**config.mk**
```make
export PLATFORM = sky130hd
export DESIGN_NAME = mem_arbiter
export DESIGN_NICKNAME = d
export VERILOG_FILES = /design/src/rtl/bus_pkg.sv /design/src/rtl/mem_arbiter_rr_arb2.sv /design/src/rtl/mem_arbiter.sv
export SDC_FILE = /design/constraint.sdc
export NUM_CORES = 1
export LEC_CHECK = 0
export CORE_AREA = 2 2 122 124
export DETAILED_ROUTE_END_ITERATION = 10
export DIE_AREA = 0 0 124 126
export GPL_TIMING_DRIVEN = 0
export MAX_ROUTING_LAYER = met4
export PLACE_DENSITY = 0.51
export SYNTH_ARGS = -nofsm -noshare
export SYNTH_HDL_FRONTEND = slang
export SYNTH_HIERARCHICAL = 1
export SYNTH_SLANG_ARGS = --single-unit
```
**constraint.sdc**
```tcl
create_clock -name clk -period 3.2 [get_ports clk]
set_input_delay 0.8 -clock clk [delete_from_list [all_inputs] [get_ports clk]]
set_output_delay 0.8 -clock clk [all_outputs]
set_load 0.05 [all_outputs]
```
**src/rtl/bus_pkg.sv**
```systemverilog
// Shared types and constants for the tile memory arbiter.
package bus_pkg;

    // Index of a bus master (two masters share the data memory)
    typedef logic [0:0] master_idx_t;

    // Arbiter operating mode: normal round-robin or debug-locked
    typedef enum logic [0:0] {
        ARB   = 1'b0,
        LOCK1 = 1'b1
    } arb_state_t;

    localparam master_idx_t M_CORE = 1'b0;
    localparam master_idx_t M_DBG  = 1'b1;

endpackage

```
**src/rtl/mem_arbiter_rr_arb2.sv**
```systemverilog
// Combinational two-way round-robin grant. On a tie the master that was
// not granted most recently wins; mask_m0 removes the core from contention.
module rr_arb2
    import bus_pkg::*;
(
    input  logic [1:0]  valid,
    input  master_idx_t last_grant,
    input  logic        mask_m0,
    output logic [1:0]  grant
);

    logic [1:0] eligible_s;

    // Pick at most one eligible master, alternating on contention
    always_comb begin
        eligible_s = {valid[1], valid[0] & ~mask_m0};
        grant      = 2'b00;
        case (eligible_s)
            2'b01:   grant = 2'b01;
            2'b10:   grant = 2'b10;
            2'b11: begin
                if (last_grant == M_CORE) begin
                    grant = 2'b10;
                end else begin
                    grant = 2'b01;
                end
            end
            default: grant = 2'b00;
        endcase
    end

endmodule

```
**src/rtl/mem_arbiter.sv**
```systemverilog
// Shares the tile's single-ported synchronous-read data memory between the
// core load/store port (m0) and the debug/loader port (m1). Grants are
// combinational; responses return one cycle later to the issuing master.
module mem_arbiter
    import bus_pkg::*;
#(
    parameter int ADDR_WIDTH = 32,
    parameter int DATA_WIDTH = 32
) (
    input  logic                    clk,
    input  logic                    rst,

    input  logic                    m0_req_valid,
    output logic                    m0_req_ready,
    input  logic [ADDR_WIDTH-1:0]   m0_addr,
    input  logic                    m0_we,
    input  logic [DATA_WIDTH-1:0]   m0_wdata,
    input  logic [DATA_WIDTH/8-1:0] m0_wmask,
    output logic                    m0_resp_valid,
    output logic [DATA_WIDTH-1:0]   m0_rdata,

    input  logic                    m1_req_valid,
    output logic                    m1_req_ready,
    input  logic [ADDR_WIDTH-1:0]   m1_addr,
    input  logic                    m1_we,
    input  logic [DATA_WIDTH-1:0]   m1_wdata,
    input  logic [DATA_WIDTH/8-1:0] m1_wmask,
    output logic                    m1_resp_valid,
    output logic [DATA_WIDTH-1:0]   m1_rdata,
    input  logic                    m1_lock,

    output logic                    mem_en,
    output logic                    mem_we,
    output logic [ADDR_WIDTH-1:0]   mem_addr,
    output logic [DATA_WIDTH-1:0]   mem_wdata,
    output logic [DATA_WIDTH/8-1:0] mem_wmask,
    input  logic [DATA_WIDTH-1:0]   mem_rdata,

    output logic                    core_stall
);

    localparam int MASK_WIDTH = DATA_WIDTH / 8;

    arb_state_t  state_r;
    master_idx_t last_grant_r;
    master_idx_t resp_owner_r;
    logic        resp_pend_r;

    logic [1:0]  raw_grant_s;
    logic [1:0]  grant_s;
    logic        mask_m0_s;

    // Core is locked out only while locked and m1 still holds the lock;
    // the cycle the lock drops is arbitrated normally.
    assign mask_m0_s = (state_r == LOCK1) & m1_lock;

    rr_arb2 u_rr_arb2 (
        .valid      ({m1_req_valid, m0_req_valid}),
        .last_grant (last_grant_r),
        .mask_m0    (mask_m0_s),
        .grant      (raw_grant_s)
    );

    // Suppress every grant while reset is held
    always_comb begin
        if (rst) begin
            grant_s = 2'b00;
        end else begin
            grant_s = raw_grant_s;
        end
    end

    assign m0_req_ready = grant_s[0];
    assign m1_req_ready = grant_s[1];
    assign mem_en       = |grant_s;
    assign core_stall   = m0_req_valid & ~grant_s[0];

    // Route the granted master's request fields onto the memory port
    always_comb begin
        mem_we    = 1'b0;
        mem_addr  = {ADDR_WIDTH{1'b0}};
        mem_wdata = {DATA_WIDTH{1'b0}};
        mem_wmask = {MASK_WIDTH{1'b0}};
        case (grant_s)
            2'b01: begin
                mem_we    = m0_we;
                mem_addr  = m0_addr;
                mem_wdata = m0_wdata;
                mem_wmask = m0_we ? m0_wmask : {MASK_WIDTH{1'b0}};
            end
            2'b10: begin
                mem_we    = m1_we;
                mem_addr  = m1_addr;
                mem_wdata = m1_wdata;
                mem_wmask = m1_we ? m1_wmask : {MASK_WIDTH{1'b0}};
            end
            default: begin
                mem_we    = 1'b0;
                mem_addr  = {ADDR_WIDTH{1'b0}};
                mem_wdata = {DATA_WIDTH{1'b0}};
                mem_wmask = {MASK_WIDTH{1'b0}};
            end
        endcase
    end

    // Lock FSM, round-robin history and response bookkeeping
    always_ff @(posedge clk or posedge rst) begin
        if (rst) begin
            state_r      <= ARB;
            last_grant_r <= M_DBG;
            resp_owner_r <= M_CORE;
            resp_pend_r  <= 1'b0;
        end else begin
            case (state_r)
                ARB: begin
                    if (grant_s[1] && m1_lock) begin
                        state_r <= LOCK1;
                    end else begin
                        state_r <= ARB;
                    end
                end
                LOCK1: begin
                    if (!m1_lock) begin
                        state_r <= ARB;
                    end else begin
                        state_r <= LOCK1;
                    end
                end
                default: state_r <= ARB;
            endcase

            if (mem_en) begin
                last_grant_r <= grant_s[1] ? M_DBG : M_CORE;
                resp_owner_r <= grant_s[1] ? M_DBG : M_CORE;
            end else begin
                last_grant_r <= last_grant_r;
                resp_owner_r <= resp_owner_r;
            end
            resp_pend_r <= mem_en;
        end
    end

    assign m0_resp_valid = resp_pend_r & (resp_owner_r == M_CORE);
    assign m1_resp_valid = resp_pend_r & (resp_owner_r == M_DBG);
    assign m0_rdata      = mem_rdata;
    assign m1_rdata      = mem_rdata;

endmodule
```
==> impl_metrics.ini <==
[critical_path]
r2r_setup_slack_ns = 1.75
path_max_fanout = 6
crit_path_start_kind = primary input
arrival_ns = 2.49
worst_r2r_path_depth = 8
r2r_end = state_r
cp-end-kind = output pin
critPathKind = in -> out
worst_ep_required_time_ns = 2.40
r2r-start = state_r

[clocking]
path_clk_slew_ns = 0.03
cts_max_level = 1
root_buffer = clkbuf_16
hold_buffers = 0
numCtsBuffers = 3
clock_latency_ns = 0.23
cts_sinks = 4
clk_path_buf_depth = 2
cts_tree = yes

[pwr]
leakage_nw = 2.55
power_density_nw_per_um2 = 224
p_sw_uw = 624
ir_worst_vdd_v = 0.000193
p_total_mw = 1.48
clock_power_share_pct = 13.7
power_frac_comb_pct = 82.1
swShare_pct = 42.2
sequentialPowerShare_pct = 4.3
power.internal_uw = 854

[cells_and_area]
nNetsFinal = 732
drive_above_1_share_pct = 59.3
fin_util_pct = 46.1
final_common_cell = clkdlybuf4s50_1
layout_common_cells = 205 x clkdlybuf4s50_1, 70 x buf_4, 66 x nor2b_4
syn_to_final_growth_pct = 265
design_area_sq_um = 6590
num_antenna_cells = 0
finalNonFillerCells = 737

[timing]
finalSetupViolCount = 52
finClkSkew_ns = 0.00245
worst_slew_pin_slew_ns = 0.533
slew_violations = 0
hold_viol_final = 0
tns_ns = -2.42
fmax_mhz = 304
fin_crit_sh_pct = 103
rsz0062_at_grt = true
layout_setup_ws_ns = -0.0923
hold_slack_ns = 0.496
min_period_ns = 3.29
slew_headroom_pct = 64.4

[route]
route.detailed.drc = 0
drtPass1Iterations = 3
viasPerCell = 3.96
routed_wl_microns = 11400
vias = 2922
drt_iter0_drc = 40
wl_per_cell_microns = 15.4
drtAntennaViolNets = 0

[floorplan]
num_rows = 44
coreArea_sq_um = 14300
die_y_microns = 126
start_util_pct = 12.6
io_pins = 314
die_area_sq_um = 15600
fp.dieW_microns = 124

[global_route]
antenna_found_initial = 0
grt_pass1_wl_microns = 16500
grt_max_degree = 11
grt_overflow = 0
grt_pass1_vias = 3152
grt_use_total_pct = 13.9

[synth]
synth_nets = 425
synth-seq-area-share_pct = 5.62
synth.distinct_cells = 19
syn_inst = 247
syn_area_per_cell_sq_um = 7.30
synth_area_sq_um = 1800
synth_warnings = 6
ys_ff_latch = 4

[status]
failed_checks = negative setup slack
status = finished with violations

[placement]
dpl_worst_slack_ns = -1.38
placed_area_sq_um = 5750
dp_cells = 712
hpwl_microns = 9060
port_buffers = 281
gp_congestion = 0.725

[job]
maxCapViolCount = 0

[worst_hold_path]
hold_path_class = reg -> reg
hold-path-endpoint = state_r
hold_depth = 1
min_from = state_r
[cell type report]
class	count	area (sq um)
Fill cell	1350	7720
Timing Repair Buffer	303	3340
Multi-Input combinational cell	153	2010
Buffer	84	811
Tap cell	184	230
Sequential cell	4	101
Clock buffer	4	78.8
Inverter	5	26.3
[cell families (layout without fill, tap and decap cells)]
| kind of cell | Yosys count | count (layout) | synth area share (%) |
|---|---|---|---|
| AO/OA/AOI/OAI | 74 | 74 | 31.0 |
| adder cells (fa/ha/maj) | 3 | 3 | 2.08 |
| buffers and inverters | 90 | 396 | 34.8 |
| flip-flops | 4 | 4 | 5.62 |
| AND/OR/NAND/NOR | 76 | 76 | 26.5 |
[critical path, cell delays in order]
cell and delay, ns:
buf_6 0.09, and2_4 0.13, nor2b_4 0.12, a21boi_4 0.20, nand2b_4 0.10, buf_6 0.13
ha_4 0.18, buf_12 0.15, and3_4 0.19, a22o_4 0.23, buf_8 0.15
[metal layers]
metal | vias up | global-route usage [%] | part of all wire, %
li1 | 1420 | - | -
met1 | 1345 | 14.9 | 35
met2 | 147 | 27.2 | 56
met3 | 10 | 1.63 | 7.6
met4 | 0 | 2.45 | 1.1
met5 | - | - | 0
[power by group through the flow]
stage | registers, mW | logic (mW) | clock network [mW]
after floorplan | 0.0614 | 0.668 | 0
after CTS | 0.0630 | 1.21 | 0.205
after global routing | 0.0642 | 1.27 | 0.212
after detailed placement | 0.0625 | 1.06 | 0
after global placement | 0.0621 | 1.06 | 0
final | 0.0631 | 1.21 | 0.202
[what timing repair did]
| action | 4_1_cts | 5_1_grt |
|---|---|---|
| setup buffers | 12 | 3 |
| endpoints found under the setup margin | 73 | 70 |
| hold endpoints to repair | 0 | 0 |
| pin swaps | 44 | 45 |
| resized for setup | 569 | 37 |
| gates cloned | 8 | 1 |
[registers in the layout, summed over array words and instances, names as in the netlist]
name          count
last_grant_r      1
resp_pend_r       1
resp_owner_r      1
state_r           1
[synthesized netlist by cell type]
cell	count	share of area, %
a21boi_1	1	0.42
o21ai_0	2	0.55
a22oi_1	65	27
and2_1	3	1.0
dfstp_2	1	1.5
a22o_1	4	1.9
a21boi_2	1	0.62
buf_4	74	31
clkbuf_1	1	0.21
ha_1	3	2.1
nor2b_4	1	0.76
nand2_1	2	0.42
and3_1	2	0.69
buf_2	10	2.8
dfrtp_1	3	4.2
nand2b_1	2	0.69
nor2b_1	66	23
o21a_1	1	0.42
inv_1	5	1.0
[worst max-delay path by stage]
stage / from / endpoint / slack (ns) / depth (start not counted)
6_report: m1_lock / mem_wmask[0] / -0.09 / 11
4_1_cts: m1_lock / mem_wdata[14] / -0.17 / 13
5_1_grt: m1_lock / mem_wdata[16] / -0.14 / 12
2_1_floorplan: m1_lock / mem_wmask[0] / -0.09 / 9
3_5_place_dp: m1_lock / mem_wdata[23] / -1.38 / 10
3_3_place_gp: m1_lock / mem_wdata[23] / -1.35 / 10
No activity file was read; power rests on OpenSTA's default activity.
